### config.mk
export PLATFORM = sky130hd
export DESIGN_NAME = ctrl_pipe_chain
export DESIGN_NICKNAME = d
export VERILOG_FILES = /design/src/rtl/ctrl_pipe_chain.sv
export SDC_FILE = /design/constraint.sdc
export NUM_CORES = 1
export LEC_CHECK = 0
export CAP_MARGIN = 25
export CORE_MARGIN = 2
export CORE_UTILIZATION = 35
export CTS_BUF_LIST = sky130_fd_sc_hd__clkbuf_16
export CTS_CLUSTER_SIZE = 10
export DETAILED_ROUTE_END_ITERATION = 10
export SKIP_CTS_REPAIR_TIMING = 1
export SYNTH_ARGS = -nofsm -noshare
export SYNTH_HDL_FRONTEND = slang
export SYNTH_SLANG_ARGS = --single-unit
export TNS_END_PERCENT = 100
### constraint.sdc
create_clock -name clk -period 1.8 [get_ports clk]
set_input_delay 0.54 -clock clk [delete_from_list [all_inputs] [get_ports clk]]
set_output_delay 0.54 -clock clk [all_outputs]
set_load 0.03 [all_outputs]
### src/rtl/ctrl_pipe_chain.sv
// Control-bundle pipeline: carries decoded control from Decode through STAGES registers with per-stage stall/flush.
// Optional performance counters (retired / bubble cycles) are enabled by defining CTRL_PIPE_CHAIN_PERF_EN.
module ctrl_pipe_chain #(
    parameter int STAGES = 3,
    parameter int WIDTH = 16,
    parameter logic [WIDTH-1:0] KILL_MASK = WIDTH'(16'h0007)
) (
    input  logic                      clk,
    input  logic                      reset,
    input  logic [WIDTH-1:0]          ctrl_in,
    input  logic                      valid_in,
    input  logic [STAGES-1:0]         stall,
    input  logic [STAGES-1:0]         flush,
    output logic [STAGES*WIDTH-1:0]   ctrl_out,
    output logic [STAGES-1:0]         valid_out,
    output logic [STAGES-1:0]         hold_out
`ifdef CTRL_PIPE_CHAIN_PERF_EN
    ,
    output logic [31:0]               perf_retired,
    output logic [31:0]               perf_bubbles
`endif
);

    logic [WIDTH-1:0]  stageCtrl [STAGES];
    logic [WIDTH-1:0]  nextCtrl  [STAGES];
    logic [STAGES-1:0] stageValid;
    logic [STAGES-1:0] nextValid;
    logic [STAGES-1:0] hold;

    // A stall anywhere downstream freezes this stage too.
    always_comb begin
        hold = '0;
        for (int i = 0; i < STAGES; i++) begin
            hold[i] = |(stall >> i);
        end
    end

    assign hold_out = hold;

    // Next-state selection: flush, then hold, then bubble behind a frozen upstream, then normal advance.
    always_comb begin
        nextCtrl  = stageCtrl;
        nextValid = stageValid;
        if (flush[0]) begin
            nextCtrl[0]  = ctrl_in & ~KILL_MASK;
            nextValid[0] = 1'b0;
        end else if (!hold[0]) begin
            nextCtrl[0]  = valid_in ? ctrl_in : (ctrl_in & ~KILL_MASK);
            nextValid[0] = valid_in;
        end
        for (int i = 1; i < STAGES; i++) begin
            if (flush[i] || (!hold[i] && hold[i-1])) begin
                nextCtrl[i]  = stageCtrl[i-1] & ~KILL_MASK;
                nextValid[i] = 1'b0;
            end else if (!hold[i]) begin
                nextCtrl[i]  = stageValid[i-1] ? stageCtrl[i-1] : (stageCtrl[i-1] & ~KILL_MASK);
                nextValid[i] = stageValid[i-1];
            end
        end
    end

    always_ff @(posedge clk or negedge reset) begin
        if (!reset) begin
            for (int i = 0; i < STAGES; i++) begin
                stageCtrl[i] <= '0;
            end
            stageValid <= '0;
        end else begin
            for (int i = 0; i < STAGES; i++) begin
                stageCtrl[i] <= nextCtrl[i];
            end
            stageValid <= nextValid;
        end
    end

    always_comb begin
        ctrl_out = '0;
        for (int i = 0; i < STAGES; i++) begin
            ctrl_out[i*WIDTH +: WIDTH] = stageCtrl[i];
        end
    end

    assign valid_out = stageValid;

`ifdef CTRL_PIPE_CHAIN_PERF_EN
    logic [31:0] perfRetired;
    logic [31:0] perfBubbles;
    logic        retireNow;
    logic        bubbleNow;

    assign retireNow = stageValid[STAGES-1] & ~hold[STAGES-1];
    assign bubbleNow = ~stageValid[STAGES-1];

    // Saturating counters observed at the Writeback boundary.
    always_ff @(posedge clk or negedge reset) begin
        if (!reset) begin
            perfRetired <= '0;
            perfBubbles <= '0;
        end else begin
            if (retireNow && (perfRetired != 32'hFFFF_FFFF)) begin
                perfRetired <= perfRetired + 32'd1;
            end
            if (bubbleNow && (perfBubbles != 32'hFFFF_FFFF)) begin
                perfBubbles <= perfBubbles + 32'd1;
            end
        end
    end

    assign perf_retired = perfRetired;
    assign perf_bubbles = perfBubbles;
`endif

endmodule

# == Yosys cells after proc, flatten, opt, wreduce, memory -nomap -nowiden ==
# Cells that the tools add are included.
# classes
eq_ne,3
muxes,15
n_reduce_logical,8
# op_table
cell,count
$mux W16,6
$mux W3,3
$mux W1,6
$ne A2 B1 Y1 const B,2
$reduce_or A3 Y1,1
$logic_and A1 B1 Y1,2
$logic_not A1 Y1,2
$logic_or A1 B1 Y1,2
$ne A2 B2 Y1 const B,1
$reduce_or A2 Y1,1
# word_totals
register_bits,51
out_inout_bits,54
wordCells,32
inputBits,25

# == Longest topological paths before layout ==
# Gate-level depths: netlist (run 1).
# depth
word_depth,5
depth_mapped,4
mapped_depth_nobuf,2

# == Least setup slack after synthesis (run 1) ==
# OpenSTA, ideal clock, no wires.
# synth_path
kind,input to output
startpoint,input port stall[1]
endpoint,output port hold_out[0]
arrival_time_ns,1.292
slack_ns,-0.032
n_path_buf,2
required_ns,1.260
cell_stages,4
cell_sequence,buf_6 nor3_4 buf_6 inv_2
# synth_between
elab_chain_cells,1
# synth_rtl
item,line,rtl
"start, declared",12,"input logic [STAGES-1:0] stall,"
$reduce_or A3 Y1,34,hold[i] = |(stall >> i);
"end, declared",16,output logic [STAGES-1:0] hold_out
# No other way between the ends.

# == Worst setup path in the final report (run 1) ==
# layout_path
startpoint,input port stall[1]
endpoint,output port hold_out[1]
# layout_between
elab_chain_cells,1
# layout_rtl
item,line
$reduce_or A2 Y1,34
# No other way between the ends.

==> impl_metrics.py, run 1 <==
metrics = {
    "sta": {
        "max_slew_margin_pct": 68.6,
        "finalMaxSlewViolations": 0,
        "worstMarginPinSlew_ns": 0.471,
        "rsz0062_at_grt": "no",
        "hold_viol": 0,
        "fin_skew_ns": 0.00287,
        "finalSetupTns_ns": 0,
        "fmax_mhz": 575,
        "min_period_ns": 1.74,
        "period_share_pct": 96.7,
        "setup_violations": 0,
    },
    "layout": {
        "antennaDiodeCount": 0,
        "finalNetCount": 300,
        "fillers": 643,
        "design_area_mm2": 0.00366,
        "mostFrequentLayoutCells": "52 x dlymetal6s2s_1, 51 x dfrtp_1, 20 x mux2_1, 20 x clkdlybuf4s50_1, 18 x or4b_1",
        "final_common_cell": "dlymetal6s2s_1",
        "area_growth_pct": 41.6,
        "regArea_mm2": 0.00128,
        "drive_gt1_share_pct": 18.8,
        "multi_input_area_um2": 992,
        "fin_util_pct": 50.7,
    },
    "synth": {
        "synth.distinct_cells": 26,
        "ys_seq_elements": 51,
        "seq_area_frac_synth_pct": 49.4,
        "synth_top_family_by_area": "simple AND/OR/NAND/NOR gates",
        "synthSimpleGateAreaFrac_pct": 17.2,
        "synthArstFlopShare_pct": 100,
        "synth_compound_gate_area_share_pct": 8.62,
        "synth_top_cell_area_share_pct": 49.4,
        "ys_warn_count": 0,
        "synth_edf_count": 0,
        "synth_fa_ha_area_share_pct": 0,
        "synthMuxAreaShare_pct": 12.5,
        "syn-num-nets": 237,
        "yosys.area_share.xor_xnor_pct": 0,
        "synth_top_cell_by_area": "dfrtp_1",
        "syn-cell-area_mm2": 0.00258,
        "synth_top_flop_cell": "dfrtp_1",
        "synthCells": 212,
        "yosys-top-cells-area": "dfrtp_1 49%, mux2_1 8.7%, buf_4 8.4%",
        "synth.avg_cell_area_um2": 12.2,
    },
    "detailed_routing": {
        "wl_um": 5740,
        "viasPerCell": 4.66,
        "wl_met1_um": 2650,
        "vias": 1748,
        "routedWlPerCell_um": 15.3,
        "met2_length_um": 2790,
        "firstDrtPassIters": 4,
        "ant_nets": 0,
        "drtIter0Drc": 38,
        "wl_met3_um": 236,
        "route.detailed.drc": 0,
        "dr.max_layer_used": "met4",
    },
    "clock_tree": {
        "clk_latency_ns": 0.28,
        "cts_root_buf": "clkbuf_16",
        "cts_tree": "yes",
        "clock-sinks": 51,
        "clock_path_buffers": 2,
        "cts-htree-levels": 2,
        "path_clk_slew_ns": 0.06,
        "numCtsBuffers": 5,
    },
    "worst_setup_path": {
        "endpoint_kind": "primary output",
        "r2r_end": "ctrl_out[18]",
        "critical_path_required_ns": 1.26,
        "r2r_slack_ns": 0.73,
        "worst-r2r-cell-count": 2,
        "rr_startpoint": "ctrl_out[2]",
        "path_class": "in -> out",
        "crit_end": "hold_out[1]",
        "startpoint_type": "primary input",
        "critPathLaunch": "stall[1]",
        "crit_fanout": 13,
        "arrival_ns": 1.20,
    },
    "pwr": {
        "p_leak_nw": 2.09,
        "powerDensity_mw_per_mm2": 859,
        "vdd_drop_max_uv": 388,
    },
    "outcome": {
        "outcome": "finished clean",
    },
    "floorplan": {
        "rows": 31,
        "ioPinCount": 79,
        "coreArea_mm2": 0.00721,
        "die_w_um": 89.9,
        "initial_core_util_pct": 35.8,
        "die_height_um": 89.9,
        "die_area_mm2": 0.00809,
    },
    "place": {
        "dpl.hpwl_um": 3820,
        "gp_congestion": 0.698,
        "port_buffers": 78,
        "place_area_mm2": 0.00333,
    },
    "global_routing": {
        "grt.overflow.total": 0,
        "grt_pass1_vias": 1770,
        "grt_use_total_pct": 14.2,
        "antenna_found_initial": 0,
        "grt_max_degree": 34,
        "grt_pass1_wl_um": 9230,
    },
    "job": {
        "drv_cap": 0,
    },
    "hold_path": {
        "worstHoldPathType": "in -> async",
    },
}
report_power, final:
group / total (W) / internal [W] / switching (W)
clock network: 0.000908 / 0.000508 / 0.000400
logic: 0.000880 / 0.000396 / 0.000484
registers: 0.00136 / 0.00128 / 0.0000766
total: 0.00314 / 0.00218 / 0.000960
Yosys cell counts (3+ instances only):
library cell / count
a21oi_1: 6
buf_4: 29
buf_6: 5
clkbuf_1: 4
dfrtp_1: 51
inv_1: 4
mux2_1: 20
mux2_2: 6
mux2i_1: 3
nand2_1: 17
nand2b_1: 17
nand3b_1: 3
nand4bb_1: 3
o211ai_1: 4
o211ai_2: 9
o32ai_1: 3
or4b_1: 18
state kept, by name, indices dropped and copies added (netlist names):
| signal | flops |
|---|---|
| ctrl_out | 48 |
| valid_out | 3 |
worst min-delay path by stage:
stage	start	to	slack (ns)	cells after the start
2_1_floorplan	reset	ctrl_out[0]	0.24	0
3_3_place_gp	ctrl_out[44]	ctrl_out[44]	0.47	1
3_5_place_dp	ctrl_out[42]	ctrl_out[42]	0.48	1
4_1_cts	reset	ctrl_out[39]	0.22	1
5_1_grt	reset	ctrl_out[39]	0.23	1
6_report	reset	ctrl_out[39]	0.20	1
per-layer routing:
metal	track usage, %	up-vias
met2	24.4	46
met1	18.1	836
met4	3.97	0
li1	-	862
met5	0	-
met3	3.02	4
logic make-up (layout without fill, tap and decap cells):
family,after synthesis,after routing
AND/OR/NAND/NOR,62,62
buffers and inverters,45,109
flip-flops,51,51
AO/OA/AOI/OAI,25,25
multiplexers,29,29
per-stage QoR:
stage | setup WS [ns] | total power (W) | hold slack [ns] | cells
floorplan | 0.00238 | 0.00196 | 0.244 | 212
global placement | -0.709 | 0.00226 | 0.472 | 365
detailed placement | -0.702 | 0.00228 | 0.480 | 365
CTS | -0.710 | 0.00320 | 0.218 | 373
global route | 0.0140 | 0.00330 | 0.230 | 375
finish | 0.0603 | 0.00314 | 0.204 | 375
worst max-delay path, stage by stage:
cell and delay, ns:
clkbuf_2 0.15, buf_12 0.17, nor2_2 0.12, inv_1 0.05, buf_4 0.16
cell type report:
| type | count | area share [%] |
|---|---|---|
| timing repair buffer | 96 | 30.2 |
| inverter | 5 | 0.581 |
| clock buffer | 5 | 3.42 |
| multi-input combinational | 116 | 27.1 |
| tap | 99 | 3.38 |
| sequential | 51 | 34.9 |
| clock inverter | 3 | 0.410 |
Power figures use the tool's default switching activity.
==> run 2, diff against run 1 <==
--- a/config.mk
+++ b/config.mk
@@ -9,9 +9,10 @@
 export CORE_MARGIN = 2
 export CORE_UTILIZATION = 35
 export CTS_BUF_LIST = sky130_fd_sc_hd__clkbuf_16
+export CTS_CLUSTER_DIAMETER = 40
 export CTS_CLUSTER_SIZE = 10
 export DETAILED_ROUTE_END_ITERATION = 10
-export SKIP_CTS_REPAIR_TIMING = 1
+export PLACE_DENSITY = 0.65
 export SYNTH_ARGS = -nofsm -noshare
 export SYNTH_HDL_FRONTEND = slang
 export SYNTH_SLANG_ARGS = --single-unit
==> constraint.sdc (replaced) <==
create_clock -name clk -period 1.5 [get_ports clk]
set_input_delay 0.45 -clock clk [delete_from_list [all_inputs] [get_ports clk]]
set_output_delay 0.45 -clock clk [all_outputs]
set_load 0.03 [all_outputs]
==> run 2 against run 1 <==
  * The run now ends with setup timing left
  * Global-route usage down 0.15 points
  * Largest power group unchanged
  * Total power up 29%
  * Register-to-register slack lost 0.30 ns
  * Count of clock-buffer cells in the layout unchanged
  * Via count grew 2.4%
  * Critical endpoint is now hold_out[0]
==> impl_metrics.py, run 2 (synthesis gave the netlist of run 1 again) <==
metrics = {
    "pwr": {
        "swShare_pct": 28.6,
        "p_int_w": 0.00290,
        "power_frac_seq_pct": 40.2,
        "p_leak_nw": 1.54,
        "p_comb_share_pct": 24.6,
        "clkPwrFrac_pct": 35.2,
        "powerDensity_mw_per_mm2": 1160,
        "vdd_drop_max_uv": 669,
        "p_switching_w": 0.00116,
    },
    "worst_setup_path": {
        "cpLargestDelayFamily": "buffers and inverters",
        "worst-path-buf-inv": 3,
        "crit_fanout": 3,
        "crit_chain": "buf_2 -> nor3_4 -> inv_8 -> buf_6",
        "startpoint_type": "primary input",
        "endpoint_kind": "primary output",
        "cpMaxStageDelayCell": "nor3_4",
        "arrival_ns": 1.06,
        "path_class": "in -> out",
        "critical_path_required_ns": 1.05,
        "slowest_delay_ns": 0.30,
    },
    "global_routing": {
        "antenna_found_initial": 0,
        "grt_max_degree": 52,
        "grt_pass1_wl_um": 9160,
        "grt_use_total_pct": 14.0,
        "grt.overflow.total": 0,
        "grt_pass1_vias": 1804,
    },
    "detailed_routing": {
        "ant_nets": 0,
        "vias": 1790,
        "drtIter0Drc": 44,
        "firstDrtPassIters": 4,
        "route.detailed.drc": 0,
        "viasPerCell": 4.69,
        "routedWlPerCell_um": 14.6,
        "wl_um": 5590,
    },
    "layout": {
        "finalNonFillerCells": 382,
        "final_common_cell": "dfrtp_1",
        "antennaDiodeCount": 0,
        "drive_gt1_share_pct": 31.4,
        "multi_input_area_um2": 997,
        "area_growth_pct": 35.7,
        "mostFrequentLayoutCells": "51 x dfrtp_1, 39 x buf_4, 20 x mux2_1, 20 x clkdlybuf4s50_1, 18 x or4b_1",
        "regArea_mm2": 0.00128,
        "finalNetCount": 307,
        "fillers": 682,
        "largest_reg_flops": 48,
    },
    "place": {
        "gp_congestion": 0.708,
        "dp_cells": 373,
        "dpl.hpwl_um": 4020,
        "place_ws_ns": -0.494,
        "port_buffers": 78,
    },
    "sta": {
        "hold_viol": 0,
        "max_slew_margin_pct": 79.2,
        "fmax_mhz": 660,
        "setup_ws_ns": -0.0143,
        "finalMaxSlewViolations": 0,
        "worstMarginPinSlew_ns": 0.313,
        "min_period_ns": 1.51,
        "fin_skew_ns": 0.00302,
        "setup_violations": 1,
        "rsz0062_at_grt": "yes",
        "period_share_pct": 101,
    },
    "outcome": {
        "outcome": "finished with violations",
        "violations": "setup timing",
    },
    "floorplan": {
        "coreArea_mm2": 0.00721,
        "rows": 31,
        "ioPinCount": 79,
        "initial_core_util_pct": 35.8,
        "die_w_um": 89.9,
        "die_area_mm2": 0.00809,
        "die_height_um": 89.9,
    },
    "clock_tree": {
        "cts-htree-levels": 2,
        "cts_tree": "yes",
        "clk_latency_ns": 0.28,
        "numCtsBuffers": 5,
        "hold_buffers": 0,
        "clock_path_buffers": 2,
        "clock-sinks": 51,
        "cts_root_buf": "clkbuf_16",
        "path_clk_slew_ns": 0.06,
    },
    "job": {
        "drv_cap": 0,
    },
    "hold_path": {
        "worstHoldPathType": "in -> async",
    },
}
-- run 2: changes by cell type in the layout (fill, tap and decap cells not counted), moves of 2 or more --
cell and change:
dlymetal6s2s_1 -52, buf_4 +25, clkdlybuf4s15_1 +17, clkbuf_2 +12, dlygate4sd2_1 +5, clkinv_2 -3
buf_6 +2, bufinv_16 +2, clkbuf_16 -2
-- run 2: power by group through the flow --
stage	clock network, W	registers [W]	logic (W)
2_1_floorplan	0	0.00178	0.000580
3_3_place_gp	0	0.00165	0.00109
3_5_place_dp	0	0.00166	0.00111
4_1_cts	0.00148	0.00163	0.00103
5_1_grt	0.00153	0.00166	0.00107
6_report	0.00143	0.00163	0.00100
-- run 2: area by class of cell --
cell class | count | share of cell area (%)
flip-flops and latches | 51 | 36.4
multi-input cells | 116 | 28.4
repair buffers | 103 | 25.4
clock buffers | 5 | 3.57
well taps | 99 | 3.53
clock inverters | 3 | 1.93
inverters | 5 | 0.749
-- run 2: per-layer routing --
layer | GRT usage (%) | vias up | wire, um
met1 | 18.1 | 882 | 2510
met5 | 0 | - | 0
li1 | - | 862 | -
met4 | 3.46 | 0 | 36
met2 | 24.4 | 44 | 2800
met3 | 2.60 | 2 | 248
-- run 2: metrics by stage --
| step | area (um2) | setup TNS [ns] | hold slack [ns] | power [W] | util, % |
|---|---|---|---|---|---|
| global placement | 3390 | -22.03 | 0.465 | 0.00275 | 46.9 |
| detailed placement | 3390 | -22.58 | 0.467 | 0.00277 | 46.9 |
| CTS | 3560 | -0.155 | 0.169 | 0.00414 | 49.4 |
| finish | 3510 | -0.0143 | 0.165 | 0.00407 | 48.6 |
| floorplan | 2600 | -0.110 | 0.154 | 0.00236 | - |
| global route | 3510 | -0.0308 | 0.187 | 0.00425 | 48.6 |
-- run 2: worst paths after layout --
path	start	end	slack, ns	cells past startpoint
max in group asynchronous	reset	ctrl_out[29]	1.11	2
hold / removal	reset	ctrl_out[43]	0.16	2
min in group clk	ctrl_out[47]	ctrl_out[47]	0.48	1
setup / recovery	stall[1]	hold_out[0]	-0.01	4
hold reg to reg	ctrl_out[47]	ctrl_out[47]	0.48	1
setup reg to reg	ctrl_out[2]	ctrl_out[18]	0.43	2
-- run 2: repair_timing --
action / CTS / global route
pin swaps: 1 / 1
endpoints found under the setup margin: 85 / 29
buffers inserted: 1 / 1
gates resized for setup: 61 / 32
gates cloned: 0 / 0
==> run 3, diff against run 2 <==
--- a/config.mk
+++ b/config.mk
@@ -13,6 +13,7 @@
 export CTS_CLUSTER_SIZE = 10
 export DETAILED_ROUTE_END_ITERATION = 10
 export PLACE_DENSITY = 0.65
+export SKIP_CTS_REPAIR_TIMING = 1
 export SYNTH_ARGS = -nofsm -noshare
 export SYNTH_HDL_FRONTEND = slang
 export SYNTH_SLANG_ARGS = --single-unit
==> run 3 against run 2 <==
  * The flow still finishes with violations (setup timing)
  * Non-clock buffer count grew 3
  * Utilization grew 3.0 points
  * Register-to-register slack is essentially flat
  * Highest routed layer unchanged
  * Clock skew shrank 0.00084 ns
  * Sequential power is essentially flat
  * Flip-flop and latch count is the same
  * First-iteration DRC count shrank 6.8%
  * Critical path depth grew 1
  * Die area is the same
  * Cell count grew 0.79%
  * Critical endpoint unchanged
  * Global-route usage shrank 0.20 points
==> impl_metrics.py, run 3 (synthesis gave the netlist of run 1 again) <==
metrics = {
    "worst_setup_path": {
        "worst-path-stages": 5,
        "cpMaxStageDelayCell": "nor3_4",
        "worst-r2r-cell-count": 2,
        "critical_path_required_ns": 1.05,
        "slowest_delay_ns": 0.30,
        "worst-path-buf-inv": 4,
        "crit_fanout": 6,
        "arrival_ns": 1.16,
        "startpoint_type": "primary input",
        "cpLargestDelayFamily": "buffers and inverters",
        "crit_chain": "buf_8 -> buf_12 -> nor3_4 -> inv_8 -> buf_6",
        "path_class": "in -> out",
        "endpoint_kind": "primary output",
    },
    "clock_tree": {
        "cts-htree-levels": 2,
        "path_clk_slew_ns": 0.06,
        "cts_root_buf": "clkbuf_16",
        "numCtsBuffers": 5,
        "cts_tree": "yes",
        "clk_latency_ns": 0.28,
        "clock-sinks": 51,
        "clock_path_buffers": 2,
    },
    "sta": {
        "min_period_ns": 1.61,
        "setup_ws_ns": -0.112,
        "worstMarginPinSlew_ns": 0.332,
        "period_share_pct": 107,
        "hold_viol": 0,
        "finalSetupTns_ns": -0.135,
        "finalMaxSlewViolations": 0,
        "fin_skew_ns": 0.00219,
        "max_slew_margin_pct": 77.8,
        "rsz0062_at_grt": "yes",
        "setup_violations": 2,
        "fmax_mhz": 620,
    },
    "floorplan": {
        "die_height_um": 89.9,
        "die_area_mm2": 0.00809,
        "ioPinCount": 79,
        "rows": 31,
        "die_w_um": 89.9,
        "coreArea_mm2": 0.00721,
        "initial_core_util_pct": 35.8,
    },
    "detailed_routing": {
        "wl_um": 5740,
        "route.detailed.drc": 0,
        "ant_nets": 0,
        "viasPerCell": 4.72,
        "vias": 1819,
        "routedWlPerCell_um": 14.9,
        "drtIter0Drc": 41,
        "firstDrtPassIters": 4,
    },
    "global_routing": {
        "antenna_found_initial": 0,
        "grt_pass1_wl_um": 9050,
        "grt.overflow.total": 0,
        "grt_use_total_pct": 13.8,
        "grt_pass1_vias": 1805,
        "grt_max_degree": 52,
    },
    "layout": {
        "antennaDiodeCount": 0,
        "fin_util_pct": 51.6,
        "drive_gt1_share_pct": 27.3,
        "area_growth_pct": 44.1,
        "finalNetCount": 310,
        "mostFrequentLayoutCells": "51 x dfrtp_1, 40 x buf_4, 36 x dlymetal6s2s_1",
        "largest_reg_flops": 48,
        "final_common_cell": "dfrtp_1",
    },
    "pwr": {
        "swShare_pct": 28.0,
        "p_switching_w": 0.00116,
        "clkPwrFrac_pct": 34.5,
        "p_int_w": 0.00299,
        "power_frac_seq_pct": 39.2,
        "powerDensity_mw_per_mm2": 1110,
        "power.total_w": 0.00415,
        "vdd_drop_max_uv": 669,
        "p_comb_share_pct": 26.3,
        "p_leak_nw": 1.95,
    },
    "hold_path": {
        "worstHoldPathType": "in -> async",
    },
    "outcome": {
        "outcome": "finished with violations",
        "violations": "setup timing",
    },
    "job": {
        "drv_cap": 0,
    },
    "place": {
        "port_buffers": 78,
        "dpl.hpwl_um": 4020,
        "gp_congestion": 0.708,
    },
}
## run 3: through the flow
| stage | hold WS [ns] | setup slack [ns] | area (um2) | instances |
|---|---|---|---|---|
| 4_1_cts | 0.169 | -0.482 | 3580 | 381 |
| 3_3_place_gp | 0.465 | -0.489 | 3390 | 373 |
| 2_1_floorplan | 0.154 | -0.110 | 2600 | 212 |
| 5_1_grt | 0.187 | -0.121 | 3720 | 385 |
| 6_report | 0.160 | -0.112 | 3720 | 385 |
| 3_5_place_dp | 0.467 | -0.494 | 3390 | 373 |
## run 3: cell type report
type                    count  area (um2)
inverters                   5        26.3
fillers                   660        3490
clock inverters             3        67.6
multi-input cells         116         992
repair buffers            106        1110
clock buffers               5         125
well taps                  99         124
flip-flops and latches     51        1280
## run 3: worst paths after layout
kind | startpoint | endpoint | slack [ns]
setup reg to reg | ctrl_out[2] | ctrl_out[18] | 0.43
setup / recovery | stall[2] | hold_out[0] | -0.11
hold / removal | reset | ctrl_out[42] | 0.16
hold reg to reg | ctrl_out[47] | ctrl_out[47] | 0.48
min in group clk | ctrl_out[47] | ctrl_out[47] | 0.48
max in group asynchronous | reset | ctrl_out[6] | 1.11
## run 3: per-layer routing
layer | vias up | GRT usage (%) | share of wire [%]
li1 | 870 | - | -
met1 | 905 | 17.6 | 45
met2 | 42 | 24.3 | 50
met3 | 2 | 2.60 | 3.8
met4 | 0 | 3.46 | 0.63
met5 | - | 0 | 0
## run 3: power by group through the flow
stage               sequential, W  combinational, W  clock (W)
floorplan                 0.00178          0.000580          0
global placement          0.00165           0.00109          0
detailed placement        0.00166           0.00111          0
CTS                       0.00164           0.00111    0.00148
global route              0.00165           0.00116    0.00153
finish                    0.00163           0.00109    0.00143
## run 3: worst reg2reg max path: stages (launching register included)
cell	delay, ns
dfrtp_1	0.40
or4b_1	0.45
o32ai_1	0.12
